--- src/rtl/seq_disp_pkg.sv ---
// Shared types, constants and a signed clamp helper for the display sequencer.
// Values are 4-bit two's-complement display numbers.
package seq_disp_pkg;

    localparam int   NUM_W       = 4;
    localparam logic MODE_WRAP   = 1'b0;
    localparam logic MODE_BOUNCE = 1'b1;
    localparam logic DIR_UP      = 1'b0;
    localparam logic DIR_DOWN    = 1'b1;

    typedef enum logic [1:0] {
        IDLE   = 2'd0,
        RUN    = 2'd1,
        PAUSED = 2'd2
    } seq_state_t;

    typedef logic signed [NUM_W-1:0] num_t;

    function automatic num_t clamp_s(input num_t v, input num_t lo, input num_t hi);
        if (v < lo) begin
            return lo;
        end else if (v > hi) begin
            return hi;
        end else begin
            return v;
        end
    endfunction

endpackage

--- src/rtl/seq_display_ctrl_tick_prescaler.sv ---
// Step-rate divider: tick is high in the cycle the count sits at TICK_DIV-1 while enabled.
// clr restarts the period; en low freezes the count without losing the phase.
module tick_prescaler #(
    parameter int TICK_DIV = 50_000_000
) (
    input  logic clk,
    input  logic rst_n,
    input  logic clr,
    input  logic en,
    output logic tick
);

    localparam int                CNT_W = $clog2(TICK_DIV);
    localparam logic [CNT_W-1:0]  LAST  = CNT_W'(TICK_DIV - 1);

    logic [CNT_W-1:0] r_cnt;
    logic             w_at_last;

    assign w_at_last = (r_cnt == LAST);
    assign tick      = en && w_at_last;

    always_ff @(posedge clk or negedge rst_n) begin
        if (!rst_n) begin
            r_cnt <= '0;
        end else if (clr) begin
            r_cnt <= '0;
        end else if (en) begin
            r_cnt <= w_at_last ? '0 : r_cnt + CNT_W'(1);
        end
    end

endmodule

--- src/rtl/seq_display_ctrl.sv ---
// Steps a signed display value through [lo, hi] at one step per TICK_DIV cycles, wrap or bounce.
// All outputs registered; start/load/stop take effect on the edge they are sampled.
module seq_display_ctrl
    import seq_disp_pkg::*;
#(
    parameter int TICK_DIV = 50_000_000
) (
    input  logic             clk,
    input  logic             rst_n,
    input  logic             start,
    input  logic             stop,
    input  logic             pause,
    input  logic             mode,
    input  logic             dir_init,
    input  logic [NUM_W-1:0] lo_lim,
    input  logic [NUM_W-1:0] hi_lim,
    input  logic             load,
    input  logic [NUM_W-1:0] load_val,
    output logic [NUM_W-1:0] number,
    output logic             blank,
    output logic             busy,
    output logic             step,
    output logic             wrap
);

    seq_state_t r_state, w_state_nxt;
    num_t       r_number, w_number_nxt;
    num_t       r_lo, w_lo_nxt;
    num_t       r_hi, w_hi_nxt;
    logic       r_dir, w_dir_nxt;
    logic       r_blank, w_blank_nxt;
    logic       r_busy, w_busy_nxt;
    logic       r_step, w_step_nxt;
    logic       r_wrap, w_wrap_nxt;

    num_t       w_lo_in, w_hi_in, w_load_in;
    logic       w_lims_ok, w_active, w_accept;
    logic       w_pre_clr, w_pre_en, w_tick;

    assign w_lo_in   = lo_lim;
    assign w_hi_in   = hi_lim;
    assign w_load_in = load_val;
    assign w_lims_ok = (w_lo_in <= w_hi_in);
    assign w_active  = (r_state == RUN) || (r_state == PAUSED);
    assign w_accept  = (r_state == IDLE) && start && w_lims_ok;

    // Prescaler advances only on cycles where nothing of higher priority than the tick is asserted.
    assign w_pre_en  = w_active && !stop && !load && !pause;
    assign w_pre_clr = stop || (!stop && w_accept) || (!stop && w_active && load);

    tick_prescaler #(
        .TICK_DIV (TICK_DIV)
    ) u_prescaler (
        .clk   (clk),
        .rst_n (rst_n),
        .clr   (w_pre_clr),
        .en    (w_pre_en),
        .tick  (w_tick)
    );

    always_comb begin
        w_state_nxt  = r_state;
        w_number_nxt = r_number;
        w_lo_nxt     = r_lo;
        w_hi_nxt     = r_hi;
        w_dir_nxt    = r_dir;
        w_blank_nxt  = r_blank;
        w_busy_nxt   = r_busy;
        w_step_nxt   = 1'b0;
        w_wrap_nxt   = 1'b0;

        if (stop) begin
            w_state_nxt = IDLE;
            w_blank_nxt = 1'b1;
            w_busy_nxt  = 1'b0;
        end else begin
            case (r_state)
                IDLE: begin
                    if (w_accept) begin
                        w_state_nxt  = RUN;
                        w_busy_nxt   = 1'b1;
                        w_blank_nxt  = 1'b0;
                        w_lo_nxt     = w_lo_in;
                        w_hi_nxt     = w_hi_in;
                        w_dir_nxt    = dir_init;
                        w_number_nxt = (dir_init == DIR_DOWN) ? w_hi_in : w_lo_in;
                    end
                end
                RUN, PAUSED: begin
                    if (load) begin
                        w_number_nxt = clamp_s(w_load_in, r_lo, r_hi);
                    end else if (pause) begin
                        w_state_nxt = PAUSED;
                    end else begin
                        w_state_nxt = RUN;
                        if (w_tick) begin
                            w_step_nxt = 1'b1;
                            if (r_dir == DIR_UP) begin
                                if (r_number < r_hi) begin
                                    w_number_nxt = r_number + num_t'(1);
                                end else begin
                                    w_wrap_nxt = 1'b1;
                                    if (mode == MODE_BOUNCE) begin
                                        w_dir_nxt    = DIR_DOWN;
                                        w_number_nxt = (r_lo == r_hi) ? r_hi : r_hi - num_t'(1);
                                    end else begin
                                        w_number_nxt = r_lo;
                                    end
                                end
                            end else begin
                                if (r_number > r_lo) begin
                                    w_number_nxt = r_number - num_t'(1);
                                end else begin
                                    w_wrap_nxt = 1'b1;
                                    if (mode == MODE_BOUNCE) begin
                                        w_dir_nxt    = DIR_UP;
                                        w_number_nxt = (r_lo == r_hi) ? r_lo : r_lo + num_t'(1);
                                    end else begin
                                        w_number_nxt = r_hi;
                                    end
                                end
                            end
                        end
                    end
                end
                default: begin
                    w_state_nxt = IDLE;
                    w_blank_nxt = 1'b1;
                    w_busy_nxt  = 1'b0;
                end
            endcase
        end
    end

    always_ff @(posedge clk or negedge rst_n) begin
        if (!rst_n) begin
            r_state  <= IDLE;
            r_number <= '0;
            r_lo     <= num_t'(-8);
            r_hi     <= num_t'(7);
            r_dir    <= DIR_UP;
            r_blank  <= 1'b1;
            r_busy   <= 1'b0;
            r_step   <= 1'b0;
            r_wrap   <= 1'b0;
        end else begin
            r_state  <= w_state_nxt;
            r_number <= w_number_nxt;
            r_lo     <= w_lo_nxt;
            r_hi     <= w_hi_nxt;
            r_dir    <= w_dir_nxt;
            r_blank  <= w_blank_nxt;
            r_busy   <= w_busy_nxt;
            r_step   <= w_step_nxt;
            r_wrap   <= w_wrap_nxt;
        end
    end

    assign number = r_number;
    assign blank  = r_blank;
    assign busy   = r_busy;
    assign step   = r_step;
    assign wrap   = r_wrap;

endmodule

--- config.mk ---
export PLATFORM = sky130hd
export DESIGN_NAME = seq_display_ctrl
export DESIGN_NICKNAME = d
export VERILOG_FILES = /design/src/rtl/seq_disp_pkg.sv /design/src/rtl/seq_display_ctrl_tick_prescaler.sv /design/src/rtl/seq_display_ctrl.sv
export SDC_FILE = /design/constraint.sdc
export NUM_CORES = 1
export LEC_CHECK = 0
export ABC_AREA = 1
export CORE_MARGIN = 2
export CORE_UTILIZATION = 40
export CTS_BUF_LIST = sky130_fd_sc_hd__clkbuf_8
export DETAILED_ROUTE_END_ITERATION = 7
export DONT_BUFFER_PORTS = 1
export PLACE_DENSITY = 0.52
export SETUP_SLACK_MARGIN = 0.5
export SKIP_CTS_REPAIR_TIMING = 1
export SLEW_MARGIN = 20
export SYNTH_ARGS = -nofsm -noshare
export SYNTH_HDL_FRONTEND = slang
export SYNTH_SLANG_ARGS = --single-unit
export TNS_END_PERCENT = 100
--- constraint.sdc ---
create_clock -name clk -period 2.65 [get_ports clk]
set_input_delay 0.53 -clock clk [delete_from_list [all_inputs] [get_ports clk]]
set_output_delay 0.53 -clock clk [all_outputs]
set_load 0.02 [all_outputs]
======== Yosys cells after proc, flatten, opt, wreduce, memory -nomap -nowiden ========
Cells that the tools add are included.
operators by class
  add/subtract/negate cells ............... 5
  reduce and logical (&&, ||, !) cells .... 23
  shift-type cells ........................ 0
  $lt $le $gt $ge ......................... 5
  mux-type cells .......................... 52
  bitwise operators ....................... 1
  multiply operators ...................... 0
  equal/unequal tests ..................... 13
  divide/modulo/power cells ............... 0
operator list
  operator                                                            count
  26-bit two-way mux                                                  3
  4-bit two-way mux                                                   14
  26-bit by 1-bit adder with 26-bit output, second input constant     1
  26-bit == test, second input constant                               1
  1-bit two-way mux                                                   26
  3-bit != test, second input constant                                3
  4-bit by 2-bit adder with 4-bit output, second input constant       2
  4-bit greater-than comparator                                       2
  1-bit logical AND                                                   8
  4-bit < comparator                                                  2
  2-bit two-way mux                                                   4
  2-bit != test, second input constant                                4
  4-bit one-hot mux with 2 select lines                               1
  4-bit by 2-bit subtractor with 4-bit output, second input constant  2
  1-bit one-hot mux with 2 select lines                               3
  6-bit AND reduction                                                 1
  5-bit AND reduction                                                 1
  4-bit == test                                                       1
  4-bit less-or-equal comparator                                      1
  2-bit one-hot mux with 2 select lines                               1
  2-bit AND reduction                                                 2
  2-bit nonzero test                                                  2
  1-bit zero test                                                     3
  1-bit logical OR                                                    3
  8 further kinds                                                     8
word-level totals
  bits in writable memories ............... 0
  bits in read-only memories .............. 0
  memories ................................ 0
  register bits after elaboration ......... 45
  latch bits .............................. 0
  output and inout port bits .............. 8
  bits of input ports ..................... 20

======== Depth between registers and ports, before layout ========
  depth in word-level cells ............... 11
  depth in mapped cells ................... 16

======== Modules after synthesis ========
A second synthesis with hierarchy kept.
unflattened totals
  cell total of the unflattened synthesis .. 569
  area total of the unflattened synthesis .. 3683.5 µm²
by module, submodules not included
  module            seq. area each (µm²)  times used  area an instance (µm²)  cells each
  seq_display_ctrl  481.7                 1           2024.4                  318
  tick_prescaler    650.6                 1           1659.1                  251

======== Worst setup path after synthesis ========
Ideal clock, no wire load.
  path type ............................... input-to-reg
  start ................................... input port hi_lim[1]
  end ..................................... register u_prescaler.r_cnt[9]
  arrival time ............................ 1.821 ns
  slack ................................... 0.747 ns
  stages on the path ...................... 13
  data required time ...................... 2.568 ns
  setup time .............................. 0.082 ns
  cell sequence ........................... inv_1 -> ha_1 -> inv_1 -> o21bai_1 -> nand2_1 -> nand2_1 -> nand3_1 -> nand2_2 -> nand2_4 -> nor2_4 -> inv_4 -> buf_6 -> a22oi_2
between the ends
  longest elaborated chain between the ends .. 6
  elaborated cells between the ends (all ways) .. 7
  classes of those cells .................. order compare: 1; mux: 1; reduce/logical: 5
ends and longest elaborated chain
  item                                                             line                                   source
  start, declared                                                  seq_display_ctrl.sv:16                 input logic [NUM_W-1:0] hi_lim,
  4-bit less-or-equal comparator *                                 seq_display_ctrl.sv:43                 assign w_lims_ok = (w_lo_in <= w_hi_in);
  1-bit logical AND *                                              seq_display_ctrl.sv:45                 assign w_accept = (r_state == IDLE) && start && w_lims_ok;
  1-bit logical AND *                                              seq_display_ctrl.sv:49                 assign w_pre_clr = stop || (!stop && w_accept) || (!stop && w_active && load);
  1-bit logical OR * (2 in a row)                                  seq_display_ctrl.sv:49
  26-bit two-way mux / 2-bit nonzero test (equally long branches)  n/a
  end signal, assigned                                             seq_display_ctrl_tick_prescaler.sv:28  r_cnt <= w_at_last ? '0 : r_cnt + CNT_W'(1);
  end, declared                                                    seq_display_ctrl_tick_prescaler.sv:16  logic [CNT_W-1:0] r_cnt;
Every way passes the cells marked *; elsewhere a longest branch is shown, timed or not.
A chain may end at the register's enable or synchronous reset.

======== Worst setup path in the final report ========
  start ................................... register r_hi[1]
  end ..................................... register r_number[1] (netlist: number[1])
between the ends
  longest elaborated chain between the ends .. 9
  elaborated cells between the ends (all ways) .. 17
  classes of those cells .................. add/sub: 1; order compare: 2; eq/ne: 1; mux: 13
ends and longest elaborated chain
  item                                                                                 line                                              source
  start, declared                                                                      seq_display_ctrl.sv:29                            num_t r_hi, w_hi_nxt;
  start signal, assigned                                                               seq_display_ctrl.sv:140                           r_hi <= num_t'(7);
  start signal, assigned                                                               seq_display_ctrl.sv:150                           r_hi <= w_hi_nxt;
  4-bit by 2-bit subtractor with 4-bit output / 4-bit == test (equally long branches)  seq_display_ctrl.sv:105, seq_display_ctrl.sv:117
  4-bit two-way mux, on equally long branches                                          seq_display_ctrl.sv:105, seq_display_ctrl.sv:117
  4-bit two-way mux, on equally long branches                                          seq_display_ctrl.sv:103, seq_display_ctrl.sv:115
  4-bit two-way mux, on equally long branches                                          seq_display_ctrl.sv:99, seq_display_ctrl.sv:111
  4-bit two-way mux                                                                    seq_display_ctrl.sv:98                            if (r_dir == DIR_UP) begin
  4-bit two-way mux                                                                    seq_display_ctrl.sv:96                            if (w_tick) begin
  4-bit two-way mux                                                                    seq_display_ctrl.sv:92                            end else if (pause) begin
  4-bit two-way mux *                                                                  seq_display_ctrl.sv:90                            if (load) begin
  4-bit one-hot mux with 2 select lines *                                              seq_display_ctrl.sv:77                            case (r_state)
  end signal, assigned                                                                 seq_display_ctrl.sv:148                           r_number <= w_number_nxt;
  end, declared                                                                        seq_display_ctrl.sv:27                            num_t r_number, w_number_nxt;
Every way passes the cells marked *; elsewhere a longest branch is shown, timed or not. The select of a mux whose other input is x is not followed.

==> flow_summary.ini <==
[sta]
clock_skew_ns = 0.00554
max_freq_mhz = 490
period_share_pct = 77.0
drv_slew = 0
hold_viol = 0
finalSetupTns_ns = 0
rsz0062_at_grt = true
slew_headroom_pct = 69.8
setup_viol = 0
tightest_slew_ns = 0.448
fin_crit_ns = 2.04

[synth]
yosysTopAreaCellShare_pct = 26.0
synthMuxAreaShare_pct = 0
synth-edff-count = 0
ys_seq_area_share_pct = 29.4
syn_nets = 588
yosys-top-cells-area = dfrtp_1 (26%), nand2_1 (13%), ha_1 (8.1%), nand3_1 (6.5%), inv_1 (6.0%)
synth_area_per_cell_sq_um = 7.10
syn_inst = 543
synthFlopType = dfrtp_1
synth-xor-area-share_pct = 5.23
synth_area_leader_cell = dfrtp_1
netlist_area_sq_um = 3850
async_flop_share_pct = 100
ys_ff_latch = 45
synth-simple-area-share_pct = 38.3
synth_warnings = 0
synth_top_family_by_area = simple AND/OR/NAND/NOR gates
synth_compound_area_share_pct = 10.8
synth_fa_ha_area_share_pct = 8.12
yosysUniqueCellTypes = 45

[global_route]
grt_max_degree = 46
grt_overflow = 0
antenna_found_initial = 0
groute.usage.overall_pct = 21.6
grt_pass1_vias = 3459
grt_pass1_wl_microns = 17600

[clock_tree]
tritoncts = done
cts_sinks = 45
clockRootBuffer = clkbuf_8
h-tree-depth = 2
clock_latency_ns = 0.30
path_clk_slew_ns = 0.09
cts_inserted_buffers = 5
clockBufferDepth = 2

[finish]
finalNonFillerCells = 684
nNetsFinal = 599
area_delta_synth_final_pct = 10.6
drive_above_1_share_pct = 16.2
diodes = 0
n_fill_cell = 989

[placement]
place_inst = 670
dp_hpwl_microns = 8320
gp_congestion = 0.922
io_buffer_count = 0

[floorplan]
rows = 35
dieArea_sq_um = 10400
start_util_pct = 41.5
die_x_microns = 102
io_pins = 28
die_y_microns = 102
core_area_sq_um = 9280

[setup_path]
critical_path.max_fanout = 5
reg2reg_depth = 11
path_class = flop to flop
arrival_ns = 2.27
required_ns = 2.88
critPathCaptureType = flop
worstSetupStartpointType = flop

[detailed_routing]
num_vias = 3582
wl_per_cell_microns = 15.5
dr.pass1.iters = 5
ant_nets = 0
drtIter0Drc = 238
drc_errors = 0
wirelength_microns = 10600
viasPerCell = 5.24

[worst_hold_path]
hold_class = input pin to asynchronous set/reset pin

[power]
p_leak_uw = 0.00194
peakVddDrop_mv = 0.390
power_density_nw_per_um2 = 930

[outcome]
status = finished clean

[job]
cap_violations = 0
==> layout make-up <==
class	count	area (sq um)	share of cell area (%)
Clock buffer	6	82.6	1.94
Clock inverter	2	33.8	0.793
Inverter	71	282	6.61
Multi-Input combinational cell	420	2460	57.8
Sequential cell	45	1140	26.7
Tap cell	129	161	3.79
Timing Repair Buffer	11	103	2.41
==> Yosys cell counts (2+ instances only) <==
cell	n
dfrtp_1	40
nor2_1	47
inv_4	2
nor3_2	7
nor4_1	3
inv_2	5
nand4_1	12
nor2_2	4
a21oi_2	4
nand3_2	3
o22ai_1	6
nor3b_1	2
o21ai_0	27
nand2_2	6
xor2_1	20
nand3_1	50
nand2_4	2
nand3_4	2
nor2_4	7
ha_1	25
buf_2	4
nand3b_1	2
or2_2	3
a21oi_1	24
dfstp_2	5
nor3_1	15
o21ai_1	2
inv_1	62
nand2_1	133
xnor2_1	3
o21ai_2	2
==> registers in the layout, summed over array words and instances (netlist names) <==
name	flops
u_prescaler.r_cnt	26
r_hi	4
r_state	2
r_lo	4
step	1
busy	1
r_dir	1
wrap	1
blank	1
number	4
==> cell usage in the layout (no fill, tap or decap), drive strengths merged, types with 2 or more instances in the layout <==
master and n:
nand2 141, inv 70, nor2 59, nand3 55
dfrtp 40, o21ai 31, a21oi 28, ha 25
nor3 22, xor2 20, nand4 13, buf 11
o22ai 6, clkbuf 6, dfstp 5, or2 3
xnor2 3, nor4 3, nor3b 2, nand3b 2
==> report_power, final <==
group	internal [uW]	total [uW]	switching, uW
Sequential	831	1030	201
Combinational	866	2390	1530
Clock	304	539	235
==> stage by stage <==
| step | util (%) | cell area, sq um | power [uW] | hold slack (ns) | worst slack, ns |
|---|---|---|---|---|---|
| final | 45.9 | 4260 | 3960 | 0.0488 | 0.610 |
| after global routing | 45.9 | 4260 | 4340 | 0.0396 | 0.483 |
| after CTS | 44.5 | 4130 | 3760 | -0.104 | 0.470 |
| after detailed placement | 43.2 | 4010 | 3210 | 0.235 | 0.506 |
| after global placement | 43.2 | 4010 | 3190 | 0.235 | 0.512 |
| after floorplan | - | 3850 | 2660 | 0.234 | 0.747 |
==> per-layer routing <==
metal  vias up  track usage, %  part of all wire [%]
li1       1812               -                     -
met1      1659            29.4                    46
met2        91            36.6                    48
met3        20            2.19                   4.4
met4         0            6.05                   1.8
met5         -               0                     0
==> worst max-delay path: stages (launching register included) <==
cell        delay, ns
dfstp_2          0.58
clkinvlp_4       0.15
ha_1             0.32
nand3_1          0.08
nand3_1          0.09
nand3_2          0.11
nand2_2          0.09
nand2_1          0.07
nand3_1          0.09
a21oi_2          0.18
nand2_1          0.10
a21oi_2          0.11
==> final timing paths <==
check,endpoint,start,slack [ns]
hold / removal,busy,rst_n,0.05
setup / recovery,number[1],r_hi[1],0.61
hold reg to reg,u_prescaler.r_cnt[25],u_prescaler.r_cnt[25],0.55
max in group asynchronous,number[1],rst_n,2.38
setup reg to reg,number[1],r_hi[1],0.61
min in group clk,r_hi[2],hi_lim[2],0.34
==> cell families (layout without fill, tap and decap cells) <==
family                     after synthesis  count (layout)
and+or+nand+nor                        300             300
buffers and inverters                   78              90
AOI/OAI and AO/OA                       72              72
DFF                                     45              45
adders and majority gates               25              25
xor gates and xnor gates                23              23
Note: power is estimated with default switching activity, not from simulation.
